===== src/rtl/mux_scan_pkg.sv =====
// mux_scan_pkg: shared types and constants for the mux scan sequencer.
//   state_t : FSM state encoding (IDLE, SCAN, DONE), 2 bits
//   SEL_N   : number of mux inputs walked per scan
//   SEL_W   : width of the select code
//   CNT_W   : width of the settle counter
package mux_scan_pkg;

    typedef enum logic [1:0] {
        IDLE = 2'd0,
        SCAN = 2'd1,
        DONE = 2'd2
    } state_t;

    localparam int SEL_N = 4;
    localparam int SEL_W = $clog2(SEL_N);
    localparam int CNT_W = 4;

endpackage


===== src/rtl/mux_scan_timer.sv =====
// mux_scan_timer: loadable down counter that measures the settle time.
//   clk      in   system clock
//   rst      in   asynchronous active-high reset (count -> 0)
//   load     in   load load_val (has priority over dec)
//   load_val in   reload value
//   dec      in   decrement by one; holds at zero
//   zero     out  count == 0
module mux_scan_timer
    import mux_scan_pkg::*;
(
    input  logic             clk,
    input  logic             rst,
    input  logic             load,
    input  logic [CNT_W-1:0] load_val,
    input  logic             dec,
    output logic             zero
);

    logic [CNT_W-1:0] cnt;

    // NOTE: sequential state uses non-blocking assignments so every register
    // samples the values from before the edge, regardless of block order.
    always_ff @(posedge clk or posedge rst) begin
        if (rst) begin
            cnt <= '0;
        end else if (load) begin
            cnt <= load_val;
        end else if (dec && cnt != '0) begin
            cnt <= cnt - 1'b1;
        end
    end

    assign zero = (cnt == '0);

endmodule


===== src/rtl/mux_scan_sequencer.sv =====
// mux_scan_sequencer: walks the 4x1 mux select through d0..d3, samples the
// mux output after SETTLE cycles per code and assembles a 4-bit word.
//   clk    in   system clock
//   rst    in   asynchronous active-high reset
//   start  in   scan request, honoured only in IDLE
//   o_in   in   mux output
//   s1,s0  out  mux select (registered), 00 outside a scan
//   busy   out  scan in progress
//   done   out  one-cycle pulse, q holds a complete scan
//   q      out  scan result, q[i] = o_in sampled while select = i
module mux_scan_sequencer
    import mux_scan_pkg::*;
#(
    parameter int SETTLE = 1
) (
    input  logic       clk,
    input  logic       rst,
    input  logic       start,
    input  logic       o_in,
    output logic       s1,
    output logic       s0,
    output logic       busy,
    output logic       done,
    output logic [3:0] q
);

    localparam logic [CNT_W-1:0] RELOAD  = CNT_W'(SETTLE - 1);
    localparam logic [SEL_W-1:0] SEL_MAX = SEL_W'(SEL_N - 1);

    state_t           state_q, state_d;
    logic [SEL_W-1:0] sel_q, sel_d;
    logic [SEL_N-1:0] q_q, q_d;
    logic [1:0]       s_q, s_d;
    logic             load, dec, zero;

    mux_scan_timer u_timer (
        .clk      (clk),
        .rst      (rst),
        .load     (load),
        .load_val (RELOAD),
        .dec      (dec),
        .zero     (zero)
    );

    // NOTE: every signal written here gets a default first so no path leaves
    // it unassigned, which would otherwise infer a latch.
    always_comb begin
        state_d = state_q;
        sel_d   = sel_q;
        q_d     = q_q;
        load    = 1'b0;
        dec     = 1'b0;
        unique case (state_q)
            IDLE: begin
                if (start) begin
                    state_d = SCAN;
                    sel_d   = '0;
                    q_d     = '0;
                    load    = 1'b1;
                end
            end
            SCAN: begin
                if (!zero) begin
                    dec = 1'b1;
                end else begin
                    q_d[sel_q] = o_in;
                    if (sel_q == SEL_MAX) begin
                        state_d = DONE;
                    end else begin
                        sel_d = sel_q + 1'b1;
                        load  = 1'b1;
                    end
                end
            end
            DONE:    state_d = IDLE;
            default: state_d = IDLE;
        endcase
        // Select lines are registered from the next-state view so they change
        // on the same edge as the FSM without a decode path after the flops.
        s_d = (state_d == SCAN) ? sel_d : 2'b00;
    end

    always_ff @(posedge clk or posedge rst) begin
        if (rst) begin
            state_q <= IDLE;
            sel_q   <= '0;
            q_q     <= '0;
            s_q     <= 2'b00;
        end else begin
            state_q <= state_d;
            sel_q   <= sel_d;
            q_q     <= q_d;
            s_q     <= s_d;
        end
    end

    assign s1   = s_q[1];
    assign s0   = s_q[0];
    assign busy = (state_q == SCAN);
    assign done = (state_q == DONE);
    assign q    = q_q;

endmodule

===== config.mk =====
export PLATFORM = sky130hd
export DESIGN_NAME = mux_scan_sequencer
export DESIGN_NICKNAME = d
export VERILOG_FILES = /design/src/rtl/mux_scan_pkg.sv /design/src/rtl/mux_scan_timer.sv /design/src/rtl/mux_scan_sequencer.sv
export SDC_FILE = /design/constraint.sdc
export NUM_CORES = 1
export LEC_CHECK = 0
export CAP_MARGIN = 25
export CORE_MARGIN = 10
export CORE_UTILIZATION = 55
export CTS_CLUSTER_SIZE = 30
export DETAILED_ROUTE_END_ITERATION = 10
export PLACE_DENSITY = 0.87
export REMOVE_ABC_BUFFERS = 1
export SLEW_MARGIN = 20
export SYNTH_ARGS = -nofsm -noshare
export SYNTH_HDL_FRONTEND = slang
export SYNTH_HIERARCHICAL = 1
export SYNTH_SLANG_ARGS = --single-unit

===== constraint.sdc =====
create_clock -name clk -period 3.2 [get_ports clk]
set_input_delay 0.48 -clock clk [delete_from_list [all_inputs] [get_ports clk]]
set_output_delay 0.48 -clock clk [all_outputs]
set_load 0.01 [all_outputs]

==> impl_metrics.ini, run 1 <==
[outcome]
status = completed

[floorplan]
die_w_um = 57.53
die_h_um = 57.53
boundaryPins = 12
start_util_pct = 58.78
placeableCoreArea_um2 = 1318
dieArea_um2 = 3309
row_count = 13

[drt]
drtAntennaViolNets = 0
highest_layer = met4
wl_per_cell_um = 14.46
viasPerCell = 5.862
wl_met1_um = 718
met2_length_um = 727
met3_length_um = 120
drt_pre_antenna_iters = 4
vias = 639
wl_mm = 1.576
drc = 0
first_iter_violations = 24

[cells_and_area]
drive_above_1_share_pct = 6.383
layout_commonest_cell = dfrtp_1
area_growth_syn_to_layout_pct = 17.77
n_fill_cell = 108
final_cell_mix = 14 x dfrtp_1, 11 x clkdlybuf4s50_1, 7 x inv_1, 7 x nand2_1, 6 x nand2b_1
diodes = 0
nNetsFinal = 101

[clock_network]
cts_sinks = 14
cts_buffers = 3
cts_max_level = 1
cts_tree = done
clock-root-buffer = clkbuf_4
path_clk_slew_ns = 0.08
cts_setup_buffers = 0
cts_hold_buf = 0
clock_path_buffers = 2
clk_latency_ns = 0.28
cts_resized = 0

[synthesis]
synthDominantCellAreaShare_pct = 45.23
yosysTopAreaCell = dfrtp_1
postSynth.asyncResetShare_pct = 100.0
synthFlopType = dfrtp_1
synth_edf_count = 0
synth_cell_types = 30
yosys_warnings = 6
ys_seq_area_share_pct = 45.23
avgSynthCellArea_um2 = 9.445
synth_area_um2 = 774.5
synth_seq_cells = 14
synth_area_leaders = dfrtp_1 45%, nand2b_1 4.8%, o211ai_1 3.9%
synthCells = 82

[place]
place_congestion = 0.8697
port_buffers = 11
dp_hpwl_mm = 1.177

[grt]
gr-total-overflow = 0
grtUsageTotal_pct = 9.956
grt_max_degree = 13
grt_pass1_wl_mm = 2.642
antenna_found_initial = 0
grt_pass1_vias = 603

[timing]
hold_slack_ns = 0.4062
tns_ns = 0
worst_pin_slew_ns = 0.6208
fin_crit_ns = 2.530
relSlewSlack_pct = 58.62
max_freq_mhz = 395.3
hold_viol_final = 0
fin_crit_sh_pct = 79.06
finClkSkew_ns = 0.004610
rsz0062_at_grt = no
drv_slew = 0
finalSetupViolCount = 0

[worst_setup_path]
r2r-end = u_timer/cnt[3]
crit_arrival_ns = 2.70
worst_setup_path_start_kind = flip-flop
reg2reg_depth = 8
worstReg2RegStart = u_timer/cnt[0]
crit_type = reg -> reg
startpoint = u_timer/cnt[0]
regToRegSetupSlack_ns = 0.67
crit_required_ns = 3.37
path_max_fanout = 9
cp-endpoint = u_timer/cnt[3]
worstSetupEndpointType = flip-flop

[pwr]
p_leak_nw = 0.4003
ir_worst_vdd_mv = 0.4810
power.density_nw_per_um2 = 991.8
internal-power_w = 0.0005414
power_w = 0.0009047
clkPwrFrac_pct = 11.0
comb_power_share_pct = 51.7
sw_frac_of_total_pct = 40.15
power_frac_seq_pct = 37.3
power.switching_w = 0.0003632

[run]
drv_cap = 0

[min_path]
holdCritPathClass = in -> async
## sequential cells by signal (all words and copies together), names as in the netlist
register / cells
sel_q: 2
state_q: 2
q: 4
u_timer/cnt: 4
s_q: 2
## layer usage
layer  GRT usage [%]  up-vias
li1                -      313
met1           11.45      302
met2           15.18       22
met3           4.204        2
met4           5.369        0
met5               0        -
## logic make-up after synthesis
family,Yosys count,share of synthesized area (%)
other,1,0.4842
AND/OR/NAND/NOR,27,21.32
AO/OA/AOI/OAI,24,21.16
adder cells (fa/ha/maj),1,1.615
flip-flops,14,45.23
XOR/XNOR,2,2.262
buffers and inverters,12,6.625
multiplexers,1,1.292
## how the worst min path moves through the flow
stage,slack [ns],to,start
3_5_place_dp,0.49,q[3],q[3]
4_1_cts,0.41,u_timer/cnt[2],rst
5_1_grt,0.41,u_timer/cnt[2],rst
3_3_place_gp,0.48,q[3],q[3]
2_1_floorplan,0.25,u_timer/cnt[0],rst
6_report,0.41,u_timer/cnt[2],rst
## stage by stage
stage | setup slack, ns | instance area [µm²] | utilization [%] | std cells
floorplan | 0.9728 | 760.7 | - | 80
CTS | 0.6943 | 912.1 | 69.23 | 109
finish | 0.6702 | 912.1 | 69.23 | 109
global placement | 0.7726 | 889.6 | 67.52 | 106
global route | 0.5127 | 912.1 | 69.23 | 109
detailed placement | 0.7138 | 889.6 | 67.52 | 106
## power groups by stage
| stage | combinational [W] | clock, W | sequential, W |
|---|---|---|---|
| after floorplan | 0.000312 | 0 | 0.000337 |
| after global placement | 0.000451 | 0 | 0.000334 |
| after detailed placement | 0.000467 | 0 | 0.000340 |
| after CTS | 0.000469 | 0.000102 | 0.000337 |
| after global routing | 0.000518 | 0.000109 | 0.000350 |
| final | 0.000468 | 0.000100 | 0.000337 |
## synthesized netlist by cell type, types with 2 or more instances
cell and count:
clkbuf_1 2, nand2_1 7, nand2b_1 6, inv_1 7
dfrtp_1 14, a211o_1 2, o21ai_0 4, and4b_1 2
xnor2_1 2, o21ai_1 3, nand3_1 2, buf_2 2
a32o_1 2, nor2_1 4, a21oi_1 5, o211ai_1 4
## worst max-delay path, cell delays in order, from the launching register on
cell and delay [ns]:
dfrtp_1 0.40, inv_1 0.10, ha_1 0.21, or3b_4 0.43, inv_1 0.21, nand3_1 0.10
a21oi_1 0.53, nor3_1 0.10, a221o_1 0.34
## final cells by class
class                      count  area [µm²]  share of cell area [%]
timing repair buffer          11       110.1                   12.07
tap                           15       18.77                   2.058
sequential                    14       350.3                   38.41
multi-input combinational     59       384.1                   42.11
clock buffer                   3       22.52                   2.469
inverter                       7       26.28                   2.881
No activity file was read; power rests on OpenSTA's default activity.
==> run 2, diff against run 1 <==
--- a/config.mk
+++ b/config.mk
@@ -6,11 +6,12 @@
 export NUM_CORES = 1
 export LEC_CHECK = 0
 export CAP_MARGIN = 25
+export CORE_ASPECT_RATIO = 1.1
 export CORE_MARGIN = 10
-export CORE_UTILIZATION = 55
+export CORE_UTILIZATION = 51
 export CTS_CLUSTER_SIZE = 30
 export DETAILED_ROUTE_END_ITERATION = 10
-export PLACE_DENSITY = 0.87
+export PLACE_DENSITY = 0.82
 export REMOVE_ABC_BUFFERS = 1
 export SLEW_MARGIN = 20
 export SYNTH_ARGS = -nofsm -noshare
==> constraint.sdc (replaced) <==
create_clock -name clk -period 2.6 [get_ports clk]
set_input_delay 0.39 -clock clk [delete_from_list [all_inputs] [get_ports clk]]
set_output_delay 0.39 -clock clk [all_outputs]
set_load 0.01 [all_outputs]
==> run 2 against run 1 <==
Global-route usage increased by 0.28 points. Clock skew increased by 0.00097 ns. Routed wire length increased by 3.9%. Clock-buffer cell count increased by 1. Core utilization decreased by 2.5 points. Combinational power increased by 26%. Non-clock buffer count increased by 1. Via count increased by 3.8%. Register-to-register slack got worse by 0.34 ns. Critical endpoint unchanged.
==> impl_metrics.ini, run 2 (same netlist as run 1, synthesis figures left out) <==
[outcome]
status = completed

[pwr]
power_frac_seq_pct = 35.7
clkPwrFrac_pct = 13.7
p_leak_nw = 0.4127
sw_frac_of_total_pct = 39.21
power.density_nw_per_um2 = 1243
ir_worst_vdd_mv = 0.6312
power.switching_w = 0.0004556
comb_power_share_pct = 50.6
internal-power_w = 0.0007062

[clock_network]
clock-root-buffer = clkbuf_4
cts_hold_buf = 0
cts_setup_buffers = 0
clock_path_buffers = 2
cts_resized = 0
cts_tree = done
cts_buffers = 3
cts_sinks = 14
path_clk_slew_ns = 0.09
clk_latency_ns = 0.28
cts_max_level = 1

[worst_setup_path]
regToRegSetupSlack_ns = 0.33
max_stage_delay_ns = 0.42
path_max_fanout = 9
crit_required_ns = 2.78
crit_type = reg -> reg
crit_chain = inv_1 -> ha_1 -> or3b_4 -> inv_1 -> nand3_1 -> a21oi_1 -> buf_4 -> nor3_1 -> a221o_1
crit_arrival_ns = 2.44
crit_top_cell = inv_1
worstSetupEndpointType = flip-flop
crit_slowest_cell = or3b_4
worst_setup_path_start_kind = flip-flop

[timing]
tns_ns = 0
rsz0062_at_grt = no
max_freq_mhz = 441.2
finalSetupViolCount = 0
hold_slack_ns = 0.3174
fin_crit_ns = 2.266
fin_crit_sh_pct = 87.17
drv_slew = 0
hold_viol_final = 0
finClkSkew_ns = 0.005579

[min_path]
holdCritPathClass = in -> async

[grt]
antenna_found_initial = 0
grt_max_degree = 13
grtUsageTotal_pct = 10.23
grt_pass1_wl_mm = 2.794
grt_pass1_vias = 617
gr-total-overflow = 0

[floorplan]
row_count = 14
placeableCoreArea_um2 = 1401
start_util_pct = 55.27
dieArea_um2 = 3479
die_h_um = 60.87
die_w_um = 57.16
boundaryPins = 12

[drt]
vias = 663
drc = 0
drtAntennaViolNets = 0
wl_per_cell_um = 14.62
drt_pre_antenna_iters = 6
first_iter_violations = 20
wl_mm = 1.637
viasPerCell = 5.920

[place]
dp_hpwl_mm = 1.188
port_buffers = 11
place_congestion = 0.8238

[cells_and_area]
drive_above_1_share_pct = 8.333
nNetsFinal = 102
area_growth_syn_to_layout_pct = 20.68
layout_commonest_cell = dfrtp_1
final_cell_mix = 14 x dfrtp_1, 11 x clkdlybuf4s50_1, 7 x inv_1, 7 x nand2_1, 6 x nand2b_1
diodes = 0

[run]
drv_cap = 0
[run 2: cell count changes in the layout (fill, tap and decap cells not counted)]
cell,delta
buf_4,+1
clkbuf_8,+1
[run 2: metal layers]
| layer | wire (µm) | track usage [%] | part of all wire, % |
|---|---|---|---|
| met1 | 711 | 12.20 | 43 |
| met2 | 756 | 14.88 | 46 |
| met3 | 118 | 3.967 | 7.2 |
| met4 | 50 | 7.047 | 3.1 |
| met5 | 0 | 0 | 0 |
[run 2: power by group through the flow]
stage                     Sequential, W  Combinational (W)  Clock, W
after floorplan                0.000415           0.000384         0
after global placement         0.000413           0.000567         0
after detailed placement       0.000419           0.000586         0
after CTS                      0.000414           0.000593  0.000162
after global routing           0.000431           0.000659  0.000172
final                          0.000415           0.000588  0.000159
[run 2: worst paths after layout]
| kind | start | end | cells past startpoint |
|---|---|---|---|
| setup reg to reg | u_timer/cnt[0] | u_timer/cnt[3] | 9 |
| setup / recovery | u_timer/cnt[0] | u_timer/cnt[3] | 9 |
| min in group clk | q[1] | q[1] | 1 |
| hold / removal | rst | u_timer/cnt[0] | 2 |
| hold reg to reg | q[1] | q[1] | 1 |
| max in group asynchronous | rst | sel_q[0] | 2 |
[run 2: worst max-delay path, delay by kind of cell, from the launching register on]
family / cells / cell delay (ns)
and+or+nand+nor: 3 / 0.59
buffers and inverters: 3 / 0.50
AOI/OAI and AO/OA: 2 / 0.46
DFF: 1 / 0.40
adders and majority gates: 1 / 0.21
[run 2: metrics by stage]
stage | instances | power [W] | util, % | worst slack (ns) | instance area, µm²
global route | 112 | 0.001263 | 66.70 | 0.2034 | 934.6
finish | 112 | 0.001162 | 66.70 | 0.3337 | 934.6
global placement | 108 | 0.0009798 | 64.11 | 0.4169 | 898.4
floorplan | 80 | 0.0007991 | - | 0.3728 | 760.7
detailed placement | 108 | 0.001005 | 64.11 | 0.3741 | 898.4
CTS | 112 | 0.001168 | 66.70 | 0.3620 | 934.6
[run 2: area by class of cell]
cell class / count / area, µm²
Tap cell: 16 / 20.02
Inverter: 7 / 26.28
Timing Repair Buffer: 12 / 117.6
Sequential cell: 14 / 350.3
Fill cell: 126 / 466.7
Clock buffer: 4 / 36.28
Multi-Input combinational cell: 59 / 384.1
==> edit 1: new RTL, config.mk and constraints of run 1 <==
`q_q` no longer has a reset.
--- a/src/rtl/mux_scan_sequencer.sv
+++ b/src/rtl/mux_scan_sequencer.sv
@@ -84,14 +84,16 @@
         if (rst) begin
             state_q <= IDLE;
             sel_q   <= '0;
-            q_q     <= '0;
             s_q     <= 2'b00;
         end else begin
             state_q <= state_d;
             sel_q   <= sel_d;
-            q_q     <= q_d;
             s_q     <= s_d;
         end
+    end
+
+    always_ff @(posedge clk) begin
+        q_q <= q_d;
     end
 
     assign s1   = s_q[1];
Behaviour: differs if rst is asserted again (counterexample within 4 cycles, from zero or initial values and one cycle with rst high); with rst held inactive, the same outputs for 10 cycles.
==> edit 1 against run 1 <==
Sequential cell count did not move; fmax grew 0.80%; cell area rose by 2.5%; wire length is 5.6% lower; first-iteration DRC count down 54%; core utilization rose by 0.84 points; clock skew decreased by 0.0035 ns; worst setup slack improved by 0.020 ns; total power increased by 18%; critical path depth is the same; synthesized area rose by 2.9%; largest cell class unchanged.
==> edit 1: results <==
status:
  outcome: "finished clean"
cts:
  cts_tree: "done"
  cts_buffer_depth: 2
  root_buffer: "clkbuf_4"
  cts_setup_buffers: 0
  clk_latency_ns: 0.27
  ctsResizeCount: 0
  path_clk_slew_ns: 0.08
  cts_buffers: 3
  ctsHtreeMaxLevel: 1
place:
  port_buffers: 11
  hpwl_microns: 1183
  place_congestion: 0.7527
timing:
  finClkSkew_ns: 0.001130
  worst_pin_slew_ns: 0.6203
hold_path:
  hp-class: "input pin to async pin"
global_route:
  grt_max_degree: 11
  grtUsageTotal_pct: 9.195
  grt_pass1_wl_microns: 2553
  antenna_found_initial: 0
detailed_routing:
  drtIter0Drc: 11
  avgViaCountPerCell: 5.243
  wirelength_microns: 1487
  drt_pass1_iterations: 2
synth:
  synth_edf_count: 4
  ys_async_sr_fraction_pct: 71.43
  synthTopCellsByCount: "dfrtp_1, a21oi_1, nand2_1, nor2_1, inv_1"
  ys_types: 31
  synth-seq-area-share_pct: 46.47
  synthTopCellsByArea: "dfrtp_1, edfxtp_1, a21oi_1"
  ys_warn_count: 6
cells_and_area:
  diodes: 0
  drive_above_1_share_pct: 10.42
  fin_nets: 102
worst_setup_path:
  arrival_ns: 2.67
  crit_path_max_fanout: 9
power:
  p_leak_uw: 0.0004170
  vdd_drop_max_v: 0.0006459
## edit 1: changes by cell type in the layout (fill, tap and decap cells not counted), sizes merged, moves of 2 or more
cell | before | now
a31oi | 0 | 2
a211o | 2 | 0
nor2 | 4 | 9
o21ai | 7 | 4
edfxtp | 0 | 4
nand2 | 7 | 9
a21oi | 5 | 9
o211ai | 4 | 0
dfrtp | 14 | 10
a32o | 2 | 0
## edit 1: metal layers
| metal | global-route usage, % | wire (microns) | vias up |
|---|---|---|---|
| met5 | 0 | 0 | - |
| met4 | 3.020 | 10 | 0 |
| met3 | 3.922 | 95 | 2 |
| met2 | 15.34 | 735 | 8 |
| met1 | 10.24 | 646 | 268 |
| li1 | - | - | 304 |
## edit 1: power breakdown
part | leakage [uW] | total [uW] | switching, uW | internal (uW)
combinational | 0.000240 | 554 | 271 | 284
clock | 0.0000210 | 126 | 56.6 | 69.1
sequential | 0.000156 | 387 | 94.4 | 293
## edit 1: worst max-delay path: stages (launching register included)
cell and delay, ns:
dfrtp_1 0.40, inv_1 0.10, ha_1 0.21, or3b_4 0.42, inv_1 0.20, nand3_1 0.10, a21oi_1 0.53, nor3_1 0.09
a221o_1 0.35
## edit 1: cells by family after synthesis
family	share of synthesized area, %
AND/OR/NAND/NOR	24.65
AO/OA/AOI/OAI	13.97
flip-flops	46.47
buffers and inverters	8.163
XOR/XNOR	2.198
multiplexers	2.512
adder cells (fa/ha/maj)	1.570
other	0.4705
## edit 1: worst paths after layout
check                                    start             end  slack, ns  cells after the start
worst max-delay path            u_timer/cnt[0]  u_timer/cnt[3]       0.69                      8
worst min-delay path                       rst  u_timer/cnt[2]       0.40                      2
worst max register to register  u_timer/cnt[0]  u_timer/cnt[3]       0.69                      8
worst min register to register      state_q[1]      state_q[0]       0.54                      1
max in group asynchronous                  rst          s_q[1]       2.57                      2
min in group clk                    state_q[1]      state_q[0]       0.54                      1
## edit 1: final cells by class
| cell class | count | area [sq um] |
|---|---|---|
| Multi-Input combinational cell | 60 | 372.9 |
| Sequential cell | 14 | 370.4 |
| Fill cell | 104 | 399.1 |
| Tap cell | 15 | 18.77 |
| Timing Repair Buffer | 11 | 110.1 |
| Inverter | 7 | 26.28 |
| Clock buffer | 4 | 36.28 |
## edit 1: stage by stage
step	std cells	setup WS [ns]	power [uW]	cell area, sq um
after detailed placement	107	0.7059	947.8	898.4
after floorplan	81	0.9932	762.4	769.5
final	111	0.6902	1067	934.6
after global placement	107	0.7893	916.4	898.4
after global routing	111	0.4454	1160	934.6
after CTS	111	0.6726	1076	934.6
==> edit 2: new RTL, config.mk and constraints of run 1 <==
Made on the original files. Set the package constant `CNT_W` to 3 (it was 4).
--- a/src/rtl/mux_scan_pkg.sv
+++ b/src/rtl/mux_scan_pkg.sv
@@ -13,7 +13,7 @@
 
     localparam int SEL_N = 4;
     localparam int SEL_W = $clog2(SEL_N);
-    localparam int CNT_W = 4;
+    localparam int CNT_W = 3;
 
 endpackage
 
Function: no difference found for any inputs over 10 cycles, from zero or initial values and one cycle with rst high; that may be too few to reach the edited logic, so the function may still have changed.
==> edit 2 against run 1 <==
Cell area decreased by 7.0%; synthesized area is 8.7% lower; clock skew fell by 0.0034 ns; total power down 2.0%; sequential share of layout area fell by 0.061 points; sequential cell count down 1; core utilization is 4.1 points higher; register-to-register slack better by 0.48 ns; worst setup slack better by 0.31 ns; via count decreased by 8.5%; synthesized cell count decreased by 9.8%; wire length shrank 9.5%.
==> edit 2: results <==
detailed_routing:
  wl_met2_microns: 628
  via_count: 585
  m1WireLength_microns: 668
  avgViaCountPerCell: 5.792
  route.met3.wl_microns: 99
  wire_per_inst_microns: 14.13
  drtIter0Drc: 20
global_route:
  grt_pass1_vias: 515
  grtUsageTotal_pct: 9.278
  use_met2_pct: 13.22
  grt_pass1_wl_microns: 2394
  met1_usage_pct: 12.05
  use_met3_pct: 2.733
place:
  dpl.cell_count: 97
  place_area_sq_um: 820.8
  place_congestion: 0.8492
  hpwl_microns: 1077
power:
  pwr-share-seq_pct: 35.1
  p_leak_uw: 0.0003754
  internal_power_uw: 520.0
  powerDensity_mw_per_mm2: 1046
  vdd_drop_max_v: 0.0006232
worst_setup_path:
  rrSetupSlack_ns: 1.15
  critPathCapture: "busy"
  arrival_ns: 1.74
  startpoint: "state_q[1]"
  max_stage_delay_ns: 0.56
  crit_path_max_fanout: 12
  r2r_cells: 7
timing:
  whs_ns: 0.3960
  finClkSkew_ns: 0.001201
  max_freq_ghz: 0.4507
  relSlewSlack_pct: 65.46
cells_and_area:
  n_fill_cell: 87
  syn2layout_area_growth_pct: 20.00
  largest_reg_flops: 4
  fin_nets: 94
  drive_above_1_share_pct: 4.598
status:
  outcome: "finished clean"
synth:
  synth-seq-area-share_pct: 46.02
  ys_async_sr_fraction_pct: 100.0
  ys_types: 25
  synthTopCellsByCount: "dfrtp_1, inv_1, nand2_1"
## edit 2: cell count changes in the layout (fill, tap and decap cells not counted), sizes merged, moves of 2 or more
cell,change
a21oi,-3
o311ai,+2
or4b,+3
o21ai,-2
## edit 2: kinds of logic after synthesis
group                      count (synthesis)  synth area share, %
xor gates and xnor gates                   2                2.478
other                                      1               0.5305
AOI/OAI and AO/OA                         19                19.29
and+or+nand+nor                           25                20.00
adders and majority gates                  2                3.539
buffers and inverters                     11                6.726
muxes                                      1                1.416
DFF                                       13                46.02
## edit 2: final cells by class
class                   instances  area share (%)
multi-input cells              52           40.27
flip-flops and latches         13           38.35
repair buffers                 11           12.98
inverters                       7           3.097
clock buffers                   3           2.655
well taps                      14           2.065
clock inverters                 1          0.5900
## edit 2: worst max-delay path, delay by kind of cell, from the launching register on
family	cells	cell delay (ns)
buffers and inverters	2	0.72
and+or+nand+nor	1	0.24
DFF	1	0.50
